<file path="src/rtl/frame_reader.sv">
// frame_reader: burst-reads a stored frame and replays it as an AXI-Stream.
// Optional FRAME_READER_DROP_CNT_EN adds dropped_frames and underrun outputs.
module frame_reader #(
  parameter int ADDR_WIDTH = 32,
  parameter int DATA_WIDTH = 32,
  parameter int FIFO_DEPTH = 4
) (
  input  logic                  clk,
  input  logic                  rst,
  input  logic [31:0]           pixels_per_frame,
  input  logic [15:0]           frame_height,
  input  logic [15:0]           frame_width,
  input  logic                  frame_ready,
  input  logic [ADDR_WIDTH-1:0] base_addr_in,
  output logic                  start_read,
  output logic [ADDR_WIDTH-1:0] read_addr,
  output logic [31:0]           read_len,
  output logic [2:0]            read_size,
  output logic [1:0]            read_burst,
  input  logic [DATA_WIDTH-1:0] read_data,
  input  logic                  read_valid,
  output logic                  read_ready,
  output logic [DATA_WIDTH-1:0] m_axis_tdata,
  output logic                  m_axis_tvalid,
  input  logic                  m_axis_tready,
  output logic                  m_axis_tlast,
  output logic                  m_axis_tuser,
  output logic                  busy,
  output logic                  frame_done
`ifdef FRAME_READER_DROP_CNT_EN
  ,
  output logic [15:0]           dropped_frames,
  output logic                  underrun
`endif
);

  localparam int AW = $clog2(FIFO_DEPTH);

  typedef enum logic [1:0] {
    S_IDLE,
    S_REQ,
    S_STREAM,
    S_DONE
  } state_t;

  state_t r_state, w_next;

  logic [ADDR_WIDTH-1:0] r_base, r_pend_addr;
  logic                  r_pend_valid;
  logic [31:0]           r_ppf, r_rcvd, r_sent;
  logic [15:0]           r_width, r_height;
  logic [15:0]           r_col, r_row;
  logic [DATA_WIDTH-1:0] r_mem [FIFO_DEPTH];
  logic [AW:0]           r_wptr, r_rptr;

  logic w_sizes_ok, w_fr_ok, w_idle;
  logic w_start_new, w_start_pend, w_start;
  logic w_empty, w_full, w_push, w_pop, w_last;

  assign w_sizes_ok   = (pixels_per_frame != 32'd0)
                     && (frame_width != 16'd0);
  assign w_fr_ok      = frame_ready && w_sizes_ok;
  assign w_idle       = (r_state == S_IDLE);
  assign w_start_new  = w_idle && w_fr_ok;
  assign w_start_pend = w_idle && !frame_ready
                     && r_pend_valid && w_sizes_ok;
  assign w_start      = w_start_new || w_start_pend;

  assign w_empty = (r_wptr == r_rptr);
  assign w_full  = (r_wptr[AW] != r_rptr[AW])
                && (r_wptr[AW-1:0] == r_rptr[AW-1:0]);
  assign w_push  = read_valid && read_ready;
  assign w_pop   = m_axis_tvalid && m_axis_tready;
  assign w_last  = w_pop && (r_sent == r_ppf - 32'd1);

  always_ff @(posedge clk) begin
    if (rst) r_state <= S_IDLE;
    else     r_state <= w_next;
  end

  always_comb begin
    w_next = r_state;
    case (r_state)
      S_IDLE:   if (w_start) w_next = S_REQ;
      S_REQ:    w_next = S_STREAM;
      S_STREAM: if (w_last) w_next = S_DONE;
      S_DONE:   w_next = S_IDLE;
      default:  w_next = S_IDLE;
    endcase
  end

  // A fresh frame_ready in IDLE wins over a stale pending base.
  always_ff @(posedge clk) begin
    if (rst) begin
      r_base       <= '0;
      r_ppf        <= '0;
      r_width      <= '0;
      r_height     <= '0;
      r_pend_addr  <= '0;
      r_pend_valid <= 1'b0;
    end else if (w_start) begin
      r_base       <= w_start_new ? base_addr_in : r_pend_addr;
      r_ppf        <= pixels_per_frame;
      r_width      <= frame_width;
      r_height     <= frame_height;
      r_pend_valid <= 1'b0;
    end else if (busy && w_fr_ok) begin
      r_pend_addr  <= base_addr_in;
      r_pend_valid <= 1'b1;
    end
  end

  always_ff @(posedge clk) begin
    if (rst || w_start) begin
      r_col  <= '0;
      r_row  <= '0;
      r_rcvd <= '0;
      r_sent <= '0;
    end else begin
      if (w_push) r_rcvd <= r_rcvd + 32'd1;
      if (w_pop) begin
        r_sent <= r_sent + 32'd1;
        if (r_col == r_width - 16'd1) begin
          r_col <= '0;
          r_row <= (r_row == r_height - 16'd1) ? 16'd0
                                               : r_row + 16'd1;
        end else begin
          r_col <= r_col + 16'd1;
        end
      end
    end
  end

  always_ff @(posedge clk) begin
    if (w_push) r_mem[r_wptr[AW-1:0]] <= read_data;
  end

  always_ff @(posedge clk) begin
    if (rst) begin
      r_wptr <= '0;
      r_rptr <= '0;
    end else begin
      if (w_push) r_wptr <= r_wptr + (AW+1)'(1);
      if (w_pop)  r_rptr <= r_rptr + (AW+1)'(1);
    end
  end

  assign busy       = !w_idle;
  assign frame_done = (r_state == S_DONE);
  assign start_read = (r_state == S_REQ);
  assign read_addr  = start_read ? r_base : '0;
  assign read_len   = start_read ? r_ppf : 32'd0;
  assign read_size  = start_read ? 3'd2 : 3'd0;
  assign read_burst = start_read ? 2'd1 : 2'd0;
  assign read_ready = (r_state == S_STREAM) && !w_full
                   && (r_rcvd < r_ppf);

  // Sideband is gated by tvalid so an idle stream shows all zeros.
  assign m_axis_tvalid = !w_empty;
  assign m_axis_tdata  = m_axis_tvalid ? r_mem[r_rptr[AW-1:0]] : '0;
  assign m_axis_tuser  = m_axis_tvalid && (r_sent == 32'd0);
  assign m_axis_tlast  = m_axis_tvalid
                      && (r_col == r_width - 16'd1);

`ifdef FRAME_READER_DROP_CNT_EN
  logic [15:0] r_dropped;
  logic [3:0]  r_starve;
  logic        r_underrun;

  always_ff @(posedge clk) begin
    if (rst) begin
      r_dropped  <= '0;
      r_starve   <= '0;
      r_underrun <= 1'b0;
    end else begin
      if (busy && w_fr_ok && r_pend_valid
          && r_dropped != 16'hFFFF)
        r_dropped <= r_dropped + 16'd1;
      if (r_state == S_STREAM && m_axis_tready && w_empty) begin
        if (r_starve == 4'd15) r_underrun <= 1'b1;
        else                   r_starve   <= r_starve + 4'd1;
      end else begin
        r_starve <= '0;
      end
    end
  end

  assign dropped_frames = r_dropped;
  assign underrun       = r_underrun;
`endif

endmodule

</file>
<file path="config.mk">
export PLATFORM = sky130hd
export DESIGN_NAME = frame_reader
export DESIGN_NICKNAME = d
export VERILOG_FILES = /design/src/rtl/frame_reader.sv
export SDC_FILE = /design/constraint.sdc
export NUM_CORES = 1
export LEC_CHECK = 0
export CAP_MARGIN = 10
export CORE_ASPECT_RATIO = 1.75
export CORE_MARGIN = 8
export CORE_UTILIZATION = 45
export DETAILED_ROUTE_END_ITERATION = 8
export GPL_ROUTABILITY_DRIVEN = 1
export PLACE_DENSITY = 0.69
export SLEW_MARGIN = 10
export SYNTH_ARGS = -nofsm -noshare
export SYNTH_HDL_FRONTEND = slang
export SYNTH_SLANG_ARGS = --single-unit
</file>
<file path="constraint.sdc">
create_clock -name clk -period 4.71 [get_ports clk]
set_input_delay 0.942 -clock clk [delete_from_list [all_inputs] [get_ports clk]]
set_output_delay 0.942 -clock clk [all_outputs]
set_load 0.005 [all_outputs]
</file>
## After elaboration in Yosys (flattened, before gate mapping)

Memory sizes are Yosys's and may differ from the RTL's. A register that Yosys moved wholly into a read port is not among the register bits.
Index checks and enable logic that the tools add are counted.
Widths: inputs -> output; s select.

| storage, ports and cells | value |
|---|---|
| memory bits (writable) | 128 |
| logic and storage cells | 73 |
| input port bits | 133 |
| memories kept | 1 |
| output and inout port bits | 108 |
| bits in registers | 201 |

Memories:

| memory | depth | width | rd ports | clocked after memory_dff | wr ports | RTL line | RTL |
|---|---|---|---|---|---|---|---|
| r_mem | 4 | 32 | 1 | 1 | 1 | 53 | `logic [DATA_WIDTH-1:0] r_mem [FIFO_DEPTH];` |

| cells by class | value |
|---|---|
| reduce and logical (&&, ||, !) cells | 28 |
| mux-type cells | 14 |
| add/subtract/negate cells | 7 |
| $lt $le $gt $ge | 1 |
| equal/unequal tests | 10 |
| bitwise operators | 1 |

Operators with widths:

| kind | number |
|---|---|
| $mux 32 | 4 |
| $add 32x1->32 const B | 2 |
| $eq 32x32->1 | 1 |
| $logic_not 32->1 | 1 |
| $lt 32x32->1 | 1 |
| $reduce_bool 32->1 | 1 |
| $sub 32x1->32 const B | 1 |
| $add 16x1->16 const B | 1 |
| $eq 16x16->1 | 1 |
| $mux 16 | 1 |
| $reduce_bool 16->1 | 1 |
| $sub 16x1->16 const B | 1 |
| $logic_and 1x1->1 | 15 |
| $mux 2 | 5 |
| $pmux 2 s4 | 1 |
| $add 3x1->3 const B | 2 |
| $eq 2x2->1 const B | 2 |
| $logic_not 1->1 | 4 |
| $reduce_and 2->1 | 2 |
| $eq 3x3->1 | 1 |
| $mux 1 | 3 |
| $eq 2x1->1 const B | 1 |
| $eq 2x2->1 | 1 |
| $logic_not 2->1 | 1 |
| 6 further kinds | 7 |

## Depth between registers and ports, before layout

Gate-level depths: netlist of the first run.

| depth | value |
|---|---|
| word-level depth | 8 |
| gate-level depth with buffers | 13 |

## Worst setup path before layout of the first run

OpenSTA, ideal clock, no wires.

| timing | value |
|---|---|
| path type | register -> output |
| start point | register r_width[6] |
| end point | output m_axis_tlast |
| setup slack | 1.151 ns |
| buffers on the path | 1 |
| stages on the path, launching flop included | 9 |
| data arrival time | 2.617 ns |
| required time | 3.768 ns |
| path through | dfxtp_1 > buf_6 > or4_4 > or4_4 > or3_4 > or4b_1 > o21ai_1 > nand3_2 > nor2_1 |

| between the ends | value |
|---|---|
| cells in the longest elaborated chain, start to end | 3 |

Ends and longest elaborated chain:

| what | RTL line | RTL |
|---|---|---|
| start, declared | 51 | `logic [15:0] r_width, r_height;` |
| start signal, assigned | 104 | `r_width <= frame_width;` |
| $sub 16x1->16 | 163 | `&& (r_col == r_width - 16'd1);` |
| $eq 16x16->1 | 163 |  |
| $logic_and 1x1->1 | 163 |  |
| end, declared | 26 | `output logic m_axis_tlast,` |

Every way passes these cells.

## Worst setup path after layout of the first run

| timing | value |
|---|---|
| start point | register r_ppf[6] |
| end point | output read_ready |

| between the ends | value |
|---|---|
| cells in the longest elaborated chain, start to end | 2 |

Ends and longest elaborated chain:

| what | RTL line | RTL |
|---|---|---|
| start, declared | 50 | `logic [31:0] r_ppf, r_rcvd, r_sent;` |
| start signal, assigned | 103 | `r_ppf <= pixels_per_frame;` |
| $lt 32x32->1 | 156 | `&& (r_rcvd < r_ppf);` |
| $logic_and 1x1->1 | 156 |  |
| end, declared | 22 | `output logic read_ready,` |

Every way passes these cells.

==> flow_metrics.env, run 1 <==
export IMPL_hpwl_mm=31.8
export IMPL_rsz0062_at_grt="false"
export IMPL_pwr_share_seq_pct=41.4
export IMPL_drive_above_1_share_pct=7.35
export IMPL_setup_tns_ns=0
export IMPL_clockPowerShare_pct=28.4
export IMPL_fmax_mhz=227
export IMPL_hp_class="register to register"
export IMPL_critPathLaunch="r_ppf[6]"
export IMPL_cts_tree="done"
export IMPL_use_met3_pct=4.78
export IMPL_slew_limit_headroom_pct=28.8
export IMPL_grt_use_met1_pct=22.3
export IMPL_antenna_left=0
export IMPL_hold_start="r_base[22]"
export IMPL_async_flop_share_pct=0
export IMPL_io_pins=241
export IMPL_root_buffer="clkbuf_16"
export IMPL_wl_mm=43.6
export IMPL_run_status="finished, final reports clean"
export IMPL_crit_chain="inv_1 -> ha_1 -> nand4_1 -> o31ai_1 -> a221oi_1 -> a2111oi_2 -> nor2_1 -> clkdlybuf4s50_1"
export IMPL_max_clock_path_buffers=3
export IMPL_critPathKind="register to output port"
export IMPL_hold_viol_final=0
export IMPL_htreeDepth=1
export IMPL_clock_latency_ns=0.57
export IMPL_overflow=0
export IMPL_via_per_inst=5.42
export IMPL_synth_warnings=0
export IMPL_preCtsSetupSlack_ns=0.447
export IMPL_cp_slowest_cell="a2111oi_2"
export IMPL_p_leak_nw=7.12
export IMPL_die_area_um2=42200
export IMPL_setup_viol=0
export IMPL_antenna_found_initial=0
export IMPL_yosysSeqAreaShare_pct=49.3
export IMPL_synth_seq_cells=331
export IMPL_place_congestion=0.883
export IMPL_use_met2_pct=36.5
export IMPL_cts_sinks=331
export IMPL_tightest_slew_ns=1.07
export IMPL_critPathRequiredTime_ns=3.77
export IMPL_area_delta_synth_final_pct=22.7
export IMPL_finalCritPeriodShare_pct=93.7
export IMPL_power_internal_w=0.00559
export IMPL_slew_viol_final=0
export IMPL_port_buffers=221
export IMPL_drt_first_pass_iters=5
export IMPL_worst_slack_ns=0.298
export IMPL_regToRegStartpoint="r_ppf[5]"
export IMPL_row_count=91
export IMPL_cp_arrival_ns=3.47
export IMPL_n_antenna_cell=0
export IMPL_drt_wirelength_per_cell_um=19.2
export IMPL_grt_max_degree=68
export IMPL_critPathCaptureType="output port"
export IMPL_die_y_um=266
export IMPL_multiInputGateArea_um2=7600
export IMPL_seqCellArea_um2=7910
export IMPL_fp_dieW_um=159
export IMPL_crit_path_start_kind="register"
export IMPL_p_sw_w=0.00267
export IMPL_cts_inserted_buffers=31
export IMPL_initial_utilization_pct=45.6
export IMPL_synthDistinctLibCells=64
export IMPL_p_per_area_nw_per_um2=419
export IMPL_p_sw_share_pct=32.3
export IMPL_nets=1967
export IMPL_drv_cap=0
export IMPL_drtIter0Drc=582
export IMPL_vias=12300
export IMPL_clk_pin_slew_ns=0.07
export IMPL_ir_drop_uv=359
export IMPL_grt_pass1_vias=12700
export IMPL_worst_path_largest_cell_delay_ns=0.62
export IMPL_drc=0
export IMPL_grt_util_all_layers_pct=20.1
export IMPL_postSynthCellCount=1586
export IMPL_cp_max_fo=7
export IMPL_power_frac_comb_pct=30.2
export IMPL_synth_avg_cell_area_um2=10.1
export IMPL_fillers=3072
export IMPL_busiest_layer="met2"
export IMPL_synth_edff_count=128
export IMPL_period_needed_ns=4.41
export IMPL_synth_ff_type="dfxtp_1"
export IMPL_clock_skew_ns=0.0147
export IMPL_core_area_um2=35200
export IMPL_synthesis_area_um2=16100
export IMPL_grt_pass1_wl_mm=68.5
[final cells by class]
| type | count | area share [%] |
|---|---|---|
| well taps | 465 | 2.95 |
| flip-flops and latches | 331 | 40.2 |
| clock buffers | 34 | 4.00 |
| multi-input cells | 1114 | 38.6 |
| inverters | 60 | 1.14 |
| clock inverters | 21 | 0.788 |
| repair buffers | 249 | 12.3 |
[what timing repair did]
item                                    CTS  global route
resized for setup                         3             2
hold buffers                              0             0
pin swaps                                 1             0
endpoints found under the setup margin    1             1
buffers inserted                          1             0
[cell usage after synthesis (6+ instances only)]
cell type | count | area (µm²)
mux2i_1 | 85 | 851
a31oi_1 | 6 | 37.5
a21o_1 | 12 | 90.1
nand4_1 | 31 | 194
dfxtp_1 | 203 | 4060
nand3_1 | 36 | 180
nor2b_1 | 38 | 238
mux4_2 | 32 | 721
nor3_1 | 25 | 125
or3_1 | 24 | 150
and2_1 | 69 | 432
nand2_1 | 153 | 574
or4_1 | 9 | 67.6
o21ai_0 | 61 | 305
clkbuf_1 | 64 | 240
and4_1 | 6 | 52.6
ha_1 | 47 | 588
and3_1 | 21 | 131
o211ai_1 | 7 | 52.6
xor2_1 | 41 | 359
nand2b_1 | 9 | 56.3
edfxtp_1 | 128 | 3840
a21oi_1 | 75 | 375
xnor2_1 | 82 | 718
inv_1 | 60 | 225
nor4_1 | 36 | 225
buf_1 | 10 | 37.5
nor2_1 | 151 | 567
[worst paths after layout]
path | endpoint | slack, ns | cells after the start
max | read_ready | 0.30 | 8
min | r_base[22] | 0.45 | 2
max reg2reg | r_rcvd[26] | 0.76 | 12
min reg2reg | r_base[22] | 0.45 | 2
[sequential cells by signal (all words and copies together) (netlist names), 2 cells and up, named ones only]
signal / flops
r_rcvd: 32
r_pend_addr: 32
r_state: 2
r_col: 16
r_ppf: 32
r_wptr: 3
r_rptr: 3
r_width: 16
r_sent: 32
r_base: 32
r_mem: 128
[power by group through the flow]
stage / combinational [W] / clock, W / sequential (W)
finish: 0.00249 / 0.00235 / 0.00342
global route: 0.00273 / 0.00252 / 0.00345
CTS: 0.00252 / 0.00242 / 0.00342
detailed placement: 0.00250 / 0 / 0.00348
global placement: 0.00247 / 0 / 0.00347
floorplan: 0.00166 / 0 / 0.00337
[metal layers]
metal	vias up	wire, µm
li1	5987	-
met1	5884	17100
met2	363	22100
met3	83	2960
met4	0	1390
met5	-	0
[stage by stage]
step	hold slack, ns	std cells	utilization (%)	power, W	area, µm²
after CTS	0.450	2274	56.0	0.00836	19700
after global routing	0.471	2274	56.0	0.00871	19700
after global placement	0.424	2218	53.3	0.00594	18700
after detailed placement	0.434	2218	53.3	0.00599	18700
after floorplan	0.417	1588	-	0.00503	16100
final	0.445	2274	56.0	0.00826	19700
[cell usage in the layout, fill, tap and decap left out, drive strengths merged, types with 7 or more instances in the layout]
| master | netlist | layout |
|---|---|---|
| xor2 | 41 | 41 |
| o211ai | 7 | 7 |
| buf | 19 | 29 |
| inv | 60 | 62 |
| nand3 | 37 | 37 |
| clkinvlp | 0 | 7 |
| xnor2 | 82 | 82 |
| edfxtp | 128 | 128 |
| or3 | 25 | 25 |
| nand2b | 9 | 9 |
| clkdlybuf4s50 | 0 | 219 |
| nand2 | 154 | 154 |
| mux4 | 32 | 32 |
| nand4 | 31 | 31 |
| clkinv | 0 | 11 |
| a21o | 12 | 12 |
| ha | 47 | 47 |
| o21ai | 63 | 63 |
| dfxtp | 203 | 203 |
| clkbuf | 64 | 34 |
| and3 | 21 | 21 |
| nor3 | 26 | 26 |
| or4 | 11 | 11 |
| nor2b | 38 | 38 |
| mux2i | 85 | 85 |
| nor4 | 36 | 36 |
| and2 | 70 | 70 |
| nor2 | 151 | 151 |
| a21oi | 75 | 75 |
[cell families (layout without fill, tap and decap cells)]
kind of cell	count (synthesis)	in the layout	share of synthesized area, %
buffers and inverters	143	364	3.57
other	1	3	0.0234
multiplexers	117	117	9.79
adder cells (fa/ha/maj)	47	47	3.66
AO/OA/AOI/OAI	190	190	6.94
AND/OR/NAND/NOR	634	634	20.0
XOR/XNOR	123	123	6.71
flip-flops	331	331	49.3
[worst max-delay path, delay by kind of cell, from the launching register on]
kind | cells | cell delay, ns
AO/OA/AOI/OAI | 3 | 1.14
adder cells (fa/ha/maj) | 1 | 0.32
buffers and inverters | 2 | 0.59
flip-flops | 1 | 0.59
AND/OR/NAND/NOR | 2 | 0.27
Power figures use the tool's default switching activity.
==> run 2, diff against run 1 <==
--- a/config.mk
+++ b/config.mk
@@ -12,6 +12,7 @@
 export DETAILED_ROUTE_END_ITERATION = 8
 export GPL_ROUTABILITY_DRIVEN = 1
 export PLACE_DENSITY = 0.69
+export SETUP_SLACK_MARGIN = 0.2
 export SLEW_MARGIN = 10
 export SYNTH_ARGS = -nofsm -noshare
 export SYNTH_HDL_FRONTEND = slang
==> constraint.sdc (replaced) <==
create_clock -name clk -period 4.3 [get_ports clk]
set_input_delay 0.86 -clock clk [delete_from_list [all_inputs] [get_ports clk]]
set_output_delay 0.86 -clock clk [all_outputs]
set_load 0.005 [all_outputs]
==> run 2 against run 1 <==
  * Critical path depth did not move
  * Final area rose by 0.38%
  * Clock skew is 0.0033 ns higher
  * Global-route usage fell by 0.23 points
  * Worst setup slack got worse by 0.045 ns
  * Die area did not move
  * Sequential share of layout area is 0.13 points lower
  * Power increased by 11%
  * Highest routed layer is now met5
==> flow_metrics.env, run 2 (synthesis gave the netlist of run 1 again) <==
export IMPL_die_y_um=266
export IMPL_grt_use_met1_pct=22.9
export IMPL_reg2regPathDepth=10
export IMPL_critPathLaunch="r_width[5]"
export IMPL_path_buf_inv=1
export IMPL_vias=12500
export IMPL_root_buffer="clkbuf_16"
export IMPL_n_antenna_cell=0
export IMPL_worst_slack_ns=0.253
export IMPL_use_met2_pct=35.4
export IMPL_regToRegStartpoint="r_ppf[20]"
export IMPL_clk_pin_slew_ns=0.07
export IMPL_grt_pass1_wl_mm=68.1
export IMPL_place_congestion=0.890
export IMPL_fillers=3068
export IMPL_initial_utilization_pct=45.6
export IMPL_via_per_inst=5.46
export IMPL_max_clock_path_buffers=3
export IMPL_io_pins=241
export IMPL_ir_drop_uv=381
export IMPL_setup_tns_ns=0
export IMPL_drtIter0Drc=720
export IMPL_busiest_layer="met2"
export IMPL_finalPower_w=0.00914
export IMPL_core_area_um2=35200
export IMPL_drt_wirelength_per_cell_um=19.1
export IMPL_grt_max_degree=69
export IMPL_holdWs_ns=0.445
export IMPL_crit_path_start_kind="register"
export IMPL_path_common_cell="or4_4"
export IMPL_hold_start="r_base[20]"
export IMPL_slew_limit_headroom_pct=49.6
export IMPL_min_delay_path_depth=2
export IMPL_multiInputGateArea_um2=7630
export IMPL_run_status="finished, final reports clean"
export IMPL_drt_first_pass_iters=5
export IMPL_hp_class="register to register"
export IMPL_critPathCaptureType="output port"
export IMPL_cts_tree="done"
export IMPL_cts_inserted_buffers=30
export IMPL_overflow=0
export IMPL_setup_viol=0
export IMPL_die_area_um2=42200
export IMPL_critPathRequiredTime_ns=3.44
export IMPL_preCtsSetupSlack_ns=0.227
export IMPL_finalCritPeriodShare_pct=94.1
export IMPL_fmax_mhz=247
export IMPL_hpwl_mm=31.5
export IMPL_use_met3_pct=4.55
export IMPL_p_leak_nw=7.15
export IMPL_antenna_left=0
export IMPL_grt_util_all_layers_pct=19.9
export IMPL_slew_viol_final=0
export IMPL_layout_commonest_cell="clkdlybuf4s50_1"
export IMPL_cp_max_fo=3
export IMPL_layout_common_cells="clkdlybuf4s50_1, dfxtp_1, nand2_1"
export IMPL_cts_sinks=331
export IMPL_largest_reg_flops=128
export IMPL_crit_chain="or4_4 -> or4_4 -> or3_4 -> or4b_4 -> o21ai_4 -> nand3_2 -> nor2_1 -> buf_2"
export IMPL_grt_pass1_vias=12300
export IMPL_cp_slowest_cell="or4_4"
export IMPL_worst_path_largest_cell_delay_ns=0.51
export IMPL_drive_above_1_share_pct=7.77
export IMPL_fp_dieW_um=159
export IMPL_drc=0
export IMPL_critPathTopFamily="simple AND/OR/NAND/NOR gates"
export IMPL_hold_viol_final=0
export IMPL_cp_depth=8
export IMPL_wl_mm=43.5
export IMPL_clock_latency_ns=0.58
export IMPL_clock_skew_ns=0.0180
export IMPL_htreeDepth=1
export IMPL_row_count=91
export IMPL_p_per_area_nw_per_um2=462
export IMPL_antenna_found_initial=1
export IMPL_area_delta_synth_final_pct=23.2
export IMPL_tightest_slew_ns=0.753
export IMPL_nets=1973
export IMPL_critPathKind="register to output port"
export IMPL_port_buffers=221
export IMPL_period_needed_ns=4.05
export IMPL_rsz0062_at_grt="true"
export IMPL_seqCellArea_um2=7920
export IMPL_cp_arrival_ns=3.19
export IMPL_drv_cap=0
## run 2: cell type report
type	count	area share (%)
clock buffer	35	4.00
clock inverter	19	0.835
inverter	60	1.14
multi-input combinational	1114	38.6
sequential	331	40.0
tap	465	2.94
timing repair buffer	256	12.5
## run 2: worst reg2reg max path, cell delays in order (launching register included)
cell and delay [ns]:
dfxtp_1 0.45, inv_1 0.14, ha_1 0.22, or3_1 0.40
a211oi_1 0.25, nor2_1 0.08, o21bai_1 0.17, nand3_1 0.28
nor2_1 0.67, and2_1 0.23, buf_4 0.42
## run 2: power by group
| group | leakage, nW | switching (W) | internal (W) |
|---|---|---|---|
| sequential | 2.80 | 0.000221 | 0.00349 |
| combinational | 3.89 | 0.00150 | 0.00126 |
| clock | 0.456 | 0.00118 | 0.00148 |
| total | 7.15 | 0.00290 | 0.00624 |
## run 2: path summary, 6_finish.rpt
| kind | endpoint | slack (ns) |
|---|---|---|
| min reg2reg | r_base[20] | 0.45 |
| min | r_base[20] | 0.45 |
| max | m_axis_tlast | 0.25 |
| max reg2reg | r_mem[2][16] | 0.60 |
## run 2: through the flow
stage               utilization, %  std cells  instance area [µm²]
floorplan                        -       1588                16100
global route                  56.2       2280                19800
global placement              53.3       2222                18700
CTS                           56.1       2280                19800
detailed placement            53.3       2222                18700
finish                        56.2       2280                19800
## run 2: repair_timing
item | CTS | global route
buffers inserted | 4 | 0
pin swaps | 5 | 2
gates resized for setup | 11 | 5
hold buffers | 0 | 0
endpoints found under the setup margin | 2 | 4
## run 2: layer usage
| metal | wire, µm | share of wire, % |
|---|---|---|
| met3 | 3080 | 7.1 |
| met4 | 1400 | 3.2 |
| met2 | 21700 | 50 |
| met5 | 10 | 0.023 |
| met1 | 17300 | 40 |
